**src/rtl/stopwatch_pkg.sv**
```systemverilog
// Shared stopwatch definitions: FSM state encoding and a width helper.
package stopwatch_pkg;

  typedef enum logic [1:0] {IDLE, RUN, PAUSE} sw_state_t;

  // Smallest width able to hold the values 0..value-1.
  function automatic int CeilLog2(input int value);
    int r;
    r = 0;
    for (int i = 0; i < 31; i++) begin
      if ((1 << i) < value) r = i + 1;
    end
    return r;
  endfunction

endpackage

```
**src/rtl/stopwatch_tick_ctrl_if.sv**
```systemverilog
// Button inputs and counter strobes of the stopwatch tick controller.
interface stopwatch_tick_ctrl_if;

  logic start_stop_btn;
  logic clear_btn;
  logic enb;
  logic sync_rst_enb;
  logic running;

  modport master (
    output start_stop_btn,
    output clear_btn,
    input  enb,
    input  sync_rst_enb,
    input  running
  );

  modport slave (
    input  start_stop_btn,
    input  clear_btn,
    output enb,
    output sync_rst_enb,
    output running
  );

endinterface

```
**src/rtl/tick_prescaler.sv**
```systemverilog
// Prescaler dividing clk down to one tick every DIV cycles; holds while not
// running so a paused partial period resumes where it left off.
module tick_prescaler #(
  parameter int DIV         = 10,
  parameter int NBitsForDiv = 4
) (
  input  logic clk,
  input  logic rst,
  input  logic run,
  input  logic clr,
  output logic tick
);

  localparam logic [NBitsForDiv-1:0] LAST = NBitsForDiv'(DIV - 1);

  logic [NBitsForDiv-1:0] div_cnt;

  // Tick is the last count of a period while running.
  assign tick = run & (div_cnt == LAST);

  // Count while running, wrap at DIV-1, hold otherwise; clear has priority.
  always_ff @(posedge clk or negedge rst) begin
    if (!rst) begin
      div_cnt <= '0;
    end else if (clr) begin
      div_cnt <= '0;
    end else if (run) begin
      div_cnt <= (div_cnt == LAST) ? '0 : div_cnt + 1'b1;
    end
  end

endmodule

```
**src/rtl/stopwatch_tick_ctrl.sv**
```systemverilog
// Stopwatch control stage: synchronises the push buttons, runs the
// IDLE/RUN/PAUSE state machine and produces the counter enb/sync_rst_enb
// strobes from a gated prescaler tick.
module stopwatch_tick_ctrl
  import stopwatch_pkg::*;
#(
  parameter int CLK_FREQ_HZ  = 50_000_000,
  parameter int TICK_FREQ_HZ = 100,
  parameter int NBitsForDiv  = CeilLog2(CLK_FREQ_HZ / TICK_FREQ_HZ)
) (
  input  logic                  clk,
  input  logic                  rst,
  stopwatch_tick_ctrl_if.slave  bus
);

  localparam int DIV = CLK_FREQ_HZ / TICK_FREQ_HZ;

  if (DIV < 2) begin : g_div_check
    $error("stopwatch_tick_ctrl: CLK_FREQ_HZ/TICK_FREQ_HZ must be at least 2");
  end

  // [0]=first sync flop, [1]=second sync flop, [2]=edge-detect history.
  logic [2:0] ss_sync;
  logic [2:0] clr_sync;
  logic       ss_rise;
  logic       clr_rise;

  sw_state_t state;
  sw_state_t state_next;
  logic      enb_next;
  logic      sre_next;
  logic      run_cnt;
  logic      clr_cnt;
  logic      tick;

  // Two-flop synchronisers plus one history flop per button.
  always_ff @(posedge clk or negedge rst) begin
    if (!rst) begin
      ss_sync  <= '0;
      clr_sync <= '0;
    end else begin
      ss_sync  <= {ss_sync[1:0], bus.start_stop_btn};
      clr_sync <= {clr_sync[1:0], bus.clear_btn};
    end
  end

  assign ss_rise  = ss_sync[1] & ~ss_sync[2];
  assign clr_rise = clr_sync[1] & ~clr_sync[2];

  // The prescaler only advances in RUN and is zeroed in IDLE or on clear.
  assign run_cnt = (state == RUN);
  assign clr_cnt = clr_rise | (state == IDLE);

  tick_prescaler #(
    .DIV         (DIV),
    .NBitsForDiv (NBitsForDiv)
  ) u_prescaler (
    .clk  (clk),
    .rst  (rst),
    .run  (run_cnt),
    .clr  (clr_cnt),
    .tick (tick)
  );

  // State register.
  always_ff @(posedge clk or negedge rst) begin
    if (!rst) state <= IDLE;
    else      state <= state_next;
  end

  // Next state and strobes; clear overrides both start/stop and the tick.
  always_comb begin
    state_next = state;
    enb_next   = tick;
    sre_next   = 1'b0;
    if (clr_rise) begin
      state_next = IDLE;
      enb_next   = 1'b1;
      sre_next   = 1'b1;
    end else if (ss_rise) begin
      unique case (state)
        IDLE:    state_next = RUN;
        RUN:     state_next = PAUSE;
        PAUSE:   state_next = RUN;
        default: state_next = IDLE;
      endcase
    end
  end

  // Registered outputs; running tracks the state being entered.
  always_ff @(posedge clk or negedge rst) begin
    if (!rst) begin
      bus.enb          <= 1'b0;
      bus.sync_rst_enb <= 1'b0;
      bus.running      <= 1'b0;
    end else begin
      bus.enb          <= enb_next;
      bus.sync_rst_enb <= sre_next;
      bus.running      <= (state_next == RUN);
    end
  end

endmodule
```
**src/flat_wrapper.sv**
```systemverilog
// flat-port wrapper written by rule: the top's interface ports become plain ports
module stopwatch_tick_ctrl_flat import stopwatch_pkg::*;
#(
  parameter int CLK_FREQ_HZ  = 50_000_000,
  parameter int TICK_FREQ_HZ = 100,
  parameter int NBitsForDiv  = CeilLog2(CLK_FREQ_HZ / TICK_FREQ_HZ)
)
  (clk, rst, bus_start_stop_btn, bus_clear_btn, bus_enb, bus_sync_rst_enb, bus_running);
  stopwatch_tick_ctrl_if bus_i ();
  input  logic clk;
  input  logic rst;
  input wire logic [$bits(bus_i.start_stop_btn)-1:0] bus_start_stop_btn;
  input wire logic [$bits(bus_i.clear_btn)-1:0] bus_clear_btn;
  output wire logic [$bits(bus_i.enb)-1:0] bus_enb;
  output wire logic [$bits(bus_i.sync_rst_enb)-1:0] bus_sync_rst_enb;
  output wire logic [$bits(bus_i.running)-1:0] bus_running;
  assign bus_i.start_stop_btn = bus_start_stop_btn;
  assign bus_i.clear_btn = bus_clear_btn;
  assign bus_enb = bus_i.enb;
  assign bus_sync_rst_enb = bus_i.sync_rst_enb;
  assign bus_running = bus_i.running;
  stopwatch_tick_ctrl #(.CLK_FREQ_HZ(CLK_FREQ_HZ), .TICK_FREQ_HZ(TICK_FREQ_HZ), .NBitsForDiv(NBitsForDiv)) u_core (.clk(clk), .rst(rst), .bus(bus_i));
endmodule
```
**config.mk**
```make
export PLATFORM = sky130hd
export DESIGN_NAME = stopwatch_tick_ctrl_flat
export DESIGN_NICKNAME = d
export VERILOG_FILES = /design/src/rtl/stopwatch_pkg.sv /design/src/rtl/stopwatch_tick_ctrl_if.sv /design/src/rtl/tick_prescaler.sv /design/src/rtl/stopwatch_tick_ctrl.sv /design/src/flat_wrapper.sv
export SDC_FILE = /design/constraint.sdc
export NUM_CORES = 1
export LEC_CHECK = 0
export ABC_AREA = 0
export BUFFER_PORTS_ARGS = -buffer_cell sky130_fd_sc_hd__buf_2
export CORE_MARGIN = 1.5
export CORE_UTILIZATION = 55
export DETAILED_ROUTE_END_ITERATION = 16
export HOLD_SLACK_MARGIN = 0.15
export MAX_ROUTING_LAYER = met4
export PLACE_DENSITY = 0.71
export SLEW_MARGIN = 20
export SYNTH_ARGS = -nofsm -noshare
export SYNTH_HDL_FRONTEND = slang
export SYNTH_SLANG_ARGS = --single-unit
```
**constraint.sdc**
```tcl
create_clock -name clk -period 3.1 [get_ports clk]
set_input_delay 0.155 -clock clk [delete_from_list [all_inputs] [get_ports clk]]
set_output_delay 0.155 -clock clk [all_outputs]
set_load 0.02 [all_outputs]
```
==> out/results.tsv <==
metric	value	unit
path_depth	6	
worstSetupEndpoint	u_core.u_prescaler.div_cnt[2]	
yosysWarnings	0	
run_status	completed	
syn_to_final_growth	9.03	%
crit_start	u_core.u_prescaler.div_cnt[0]	
path_class	reg -> reg	
rsz0062_at_grt	false	
diodes	0	
core_area	0.00252	mm2
grt.overflow.total	0	
wire_per_inst	15.0	um
ys_top_cells_by_area	dfrtp_1, and3_1, nand2_1	
crit_path_end_kind	flop	
yosysTopAreaCell	dfrtp_1	
clockBufferDepth	2	
power.density	484	mW/mm2
die_area	0.00304	mm2
netlist_area	0.00150	mm2
critPathBufInv	0	
die_x	55.2	um
fmax	510	MHz
cp.required	3.32	ns
synth_top_area_frac	0.502	
yosysMostFrequentCell	dfrtp_1	
root_buffer	clkbuf_4	
die_h	55.2	um
p_leak	0.745	nW
ys.flop_type	dfrtp_1	
final_layout_size_suffix_gt1_frac	0.129	
grt_max_degree	31	
reg2regPathDepth	6	
tightestPinTransition	0.651	ns
grt_pass1_vias	1120	
gp_congestion	0.880	
antenna_found_initial	0	
drt-initial-drc-count	21	
hold_class	reg -> reg	
setup_tns	0	ns
ys_seq_elements	30	
postSynthAreaPerCell	10.0	um2
yosys.cell_types.count	41	
slowest_delay	0.41	ns
reg2reg_slack	1.14	ns
yosysSeqAreaShare	0.502	
cap_violations	0	
cp_cell_sequence	ha_1 -> and4_1 -> nand4_4 -> o21ai_2 -> o21ai_1 -> a22o_1	
route.detailed.drc	0	
syn_inst	149	
skew	0.0119	ns
cp-start-kind	flop	
ant_nets	0	
cts_tree	built	
irDropWorstVdd	0.000436	V
path_delay_family	compound AO/OA/AOI/OAI gates	
fill_cells	212	
fin_total_pwr	0.000790	W
r2r_start	u_core.u_prescaler.div_cnt[0]	
worstPathMaxFanout	7	
period_share	0.633	
h-tree-depth	2	
firstDrtPassIters	4	
hpwl	1.99	mm
cts_inserted_buffers	5	
whs	0.360	ns
grt_usage	0.244	
clk_latency	0.34	ns
netlist_top_cells_count	dfrtp_1, nand2_1, nor2_1, and3_1, nand3_1	
async_flop_share	1.00	
hold_violations	0	
grt_pass1_wl	4.95	mm
worstReg2RegEnd	u_core.u_prescaler.div_cnt[2]	
cp.arrival	2.19	ns
synthesis.nets	154	
finalMaxSlewViolations	0	
final_nets	167	
slew_headroom	0.566	
finalSetupViolations	0	
cts_resized	0	
io_buffer_count	6	
via_count	1170	
clkTransAtPathRegs	0.09	ns
avgViaCountPerCell	6.06	
crit_slowest_cell	dfrtp_1	
rows	18	
period_minus_slack	1.96	ns
synth-edff-count	0	
wl	2.90	mm
io_pins	7	
numClockSinks	30	
start_util	0.593	
==> registers in the layout, indices dropped and copies added (netlist names) <==
signal	flops
u_core.u_prescaler.div_cnt	19
u_core.bus.sync_rst_enb	1
u_core.bus.enb	1
u_core.bus.running	1
u_core.ss_sync	3
u_core.clr_sync	3
u_core.state	2
==> final cells by class <==
type	instances	area, um2	share of cell area
sequential	30	751	0.460
multi-input combinational	110	697	0.427
timing repair buffer	9	60.1	0.0368
clock buffer	6	51.3	0.0314
tap	30	37.5	0.0230
inverter	6	22.5	0.0138
clock inverter	2	12.5	0.00767
==> per-stage QoR <==
step / utilization / instances / worst slack [ns] / cell area (um2)
floorplan: - / 149 / 1.41 / 1500
global placement: 0.610 / 182 / 1.26 / 1540
detailed placement: 0.610 / 182 / 1.17 / 1540
CTS: 0.647 / 193 / 1.15 / 1630
global route: 0.647 / 193 / 0.981 / 1630
finish: 0.647 / 193 / 1.14 / 1630
==> worst reg2reg max path, cell delays in order, from the launching register on <==
cell,delay [ns]
dfrtp_1,0.41
ha_1,0.22
and4_1,0.39
nand4_4,0.18
o21ai_2,0.30
o21ai_1,0.10
a22o_1,0.25
==> layer usage <==
metal / track usage / routed length [um] / up-vias
li1: - / - / 570
met1: 0.313 / 1370 / 570
met2: 0.363 / 1350 / 24
met3: 0.0806 / 131 / 6
met4: 0.0813 / 44 / 0
met5: - / 0 / -
==> worst min path at each step <==
stage                                     to  cells past startpoint               start
after floorplan               u_core.bus.enb                      0                 rst
after global placement        u_core.bus.enb                      1                 rst
after detailed placement  u_core.bus.running                      1                 rst
after CTS                 u_core.clr_sync[1]                      0  u_core.clr_sync[0]
after global routing      u_core.clr_sync[1]                      0  u_core.clr_sync[0]
final                     u_core.clr_sync[1]                      0  u_core.clr_sync[0]
==> kinds of logic (layout without fill, tap and decap cells) <==
family                   Yosys count  count (layout)  synth area share
multiplexers                       1               1           0.00669
AND/OR/NAND/NOR                   69              69             0.265
flip-flops                        30              30             0.502
AO/OA/AOI/OAI                     36              36             0.168
buffers and inverters              9              23            0.0326
adder cells (fa/ha/maj)            1               1           0.00836
XOR/XNOR                           3               3            0.0176
==> report_power, final <==
| part | leakage, nW | switching [W] | total [W] | internal [W] |
|---|---|---|---|---|
| clock network | 0.0343 | 0.000140 | 0.000249 | 0.000109 |
| registers | 0.399 | 0.0000130 | 0.000421 | 0.000408 |
| logic | 0.312 | 0.0000795 | 0.000119 | 0.0000397 |
==> what timing repair did <==
action	4_1_cts	5_1_grt
buffers inserted	0	0
endpoints found under the setup margin	0	0
hold buffers	3	0
endpoints found under the hold margin	32	0
==> cells in the final DEF, fill, tap and decap left out, types with 2 or more instances in the layout <==
cell / count
nand2b_1: 3
o22ai_1: 2
dlygate4sd3_1: 3
a21oi_1: 6
o21ai_1: 6
and3_1: 8
nand4_1: 6
nand3_1: 8
nor4_1: 2
xnor2_1: 3
a21o_1: 3
dfrtp_1: 30
nor3_1: 4
o21ai_0: 5
nand2_1: 11
nor2_1: 10
nor2b_1: 3
inv_1: 6
or3_1: 4
and2_1: 4
clkbuf_4: 5
buf_2: 6
a22o_1: 3
No activity file was read; power rests on OpenSTA's default activity.
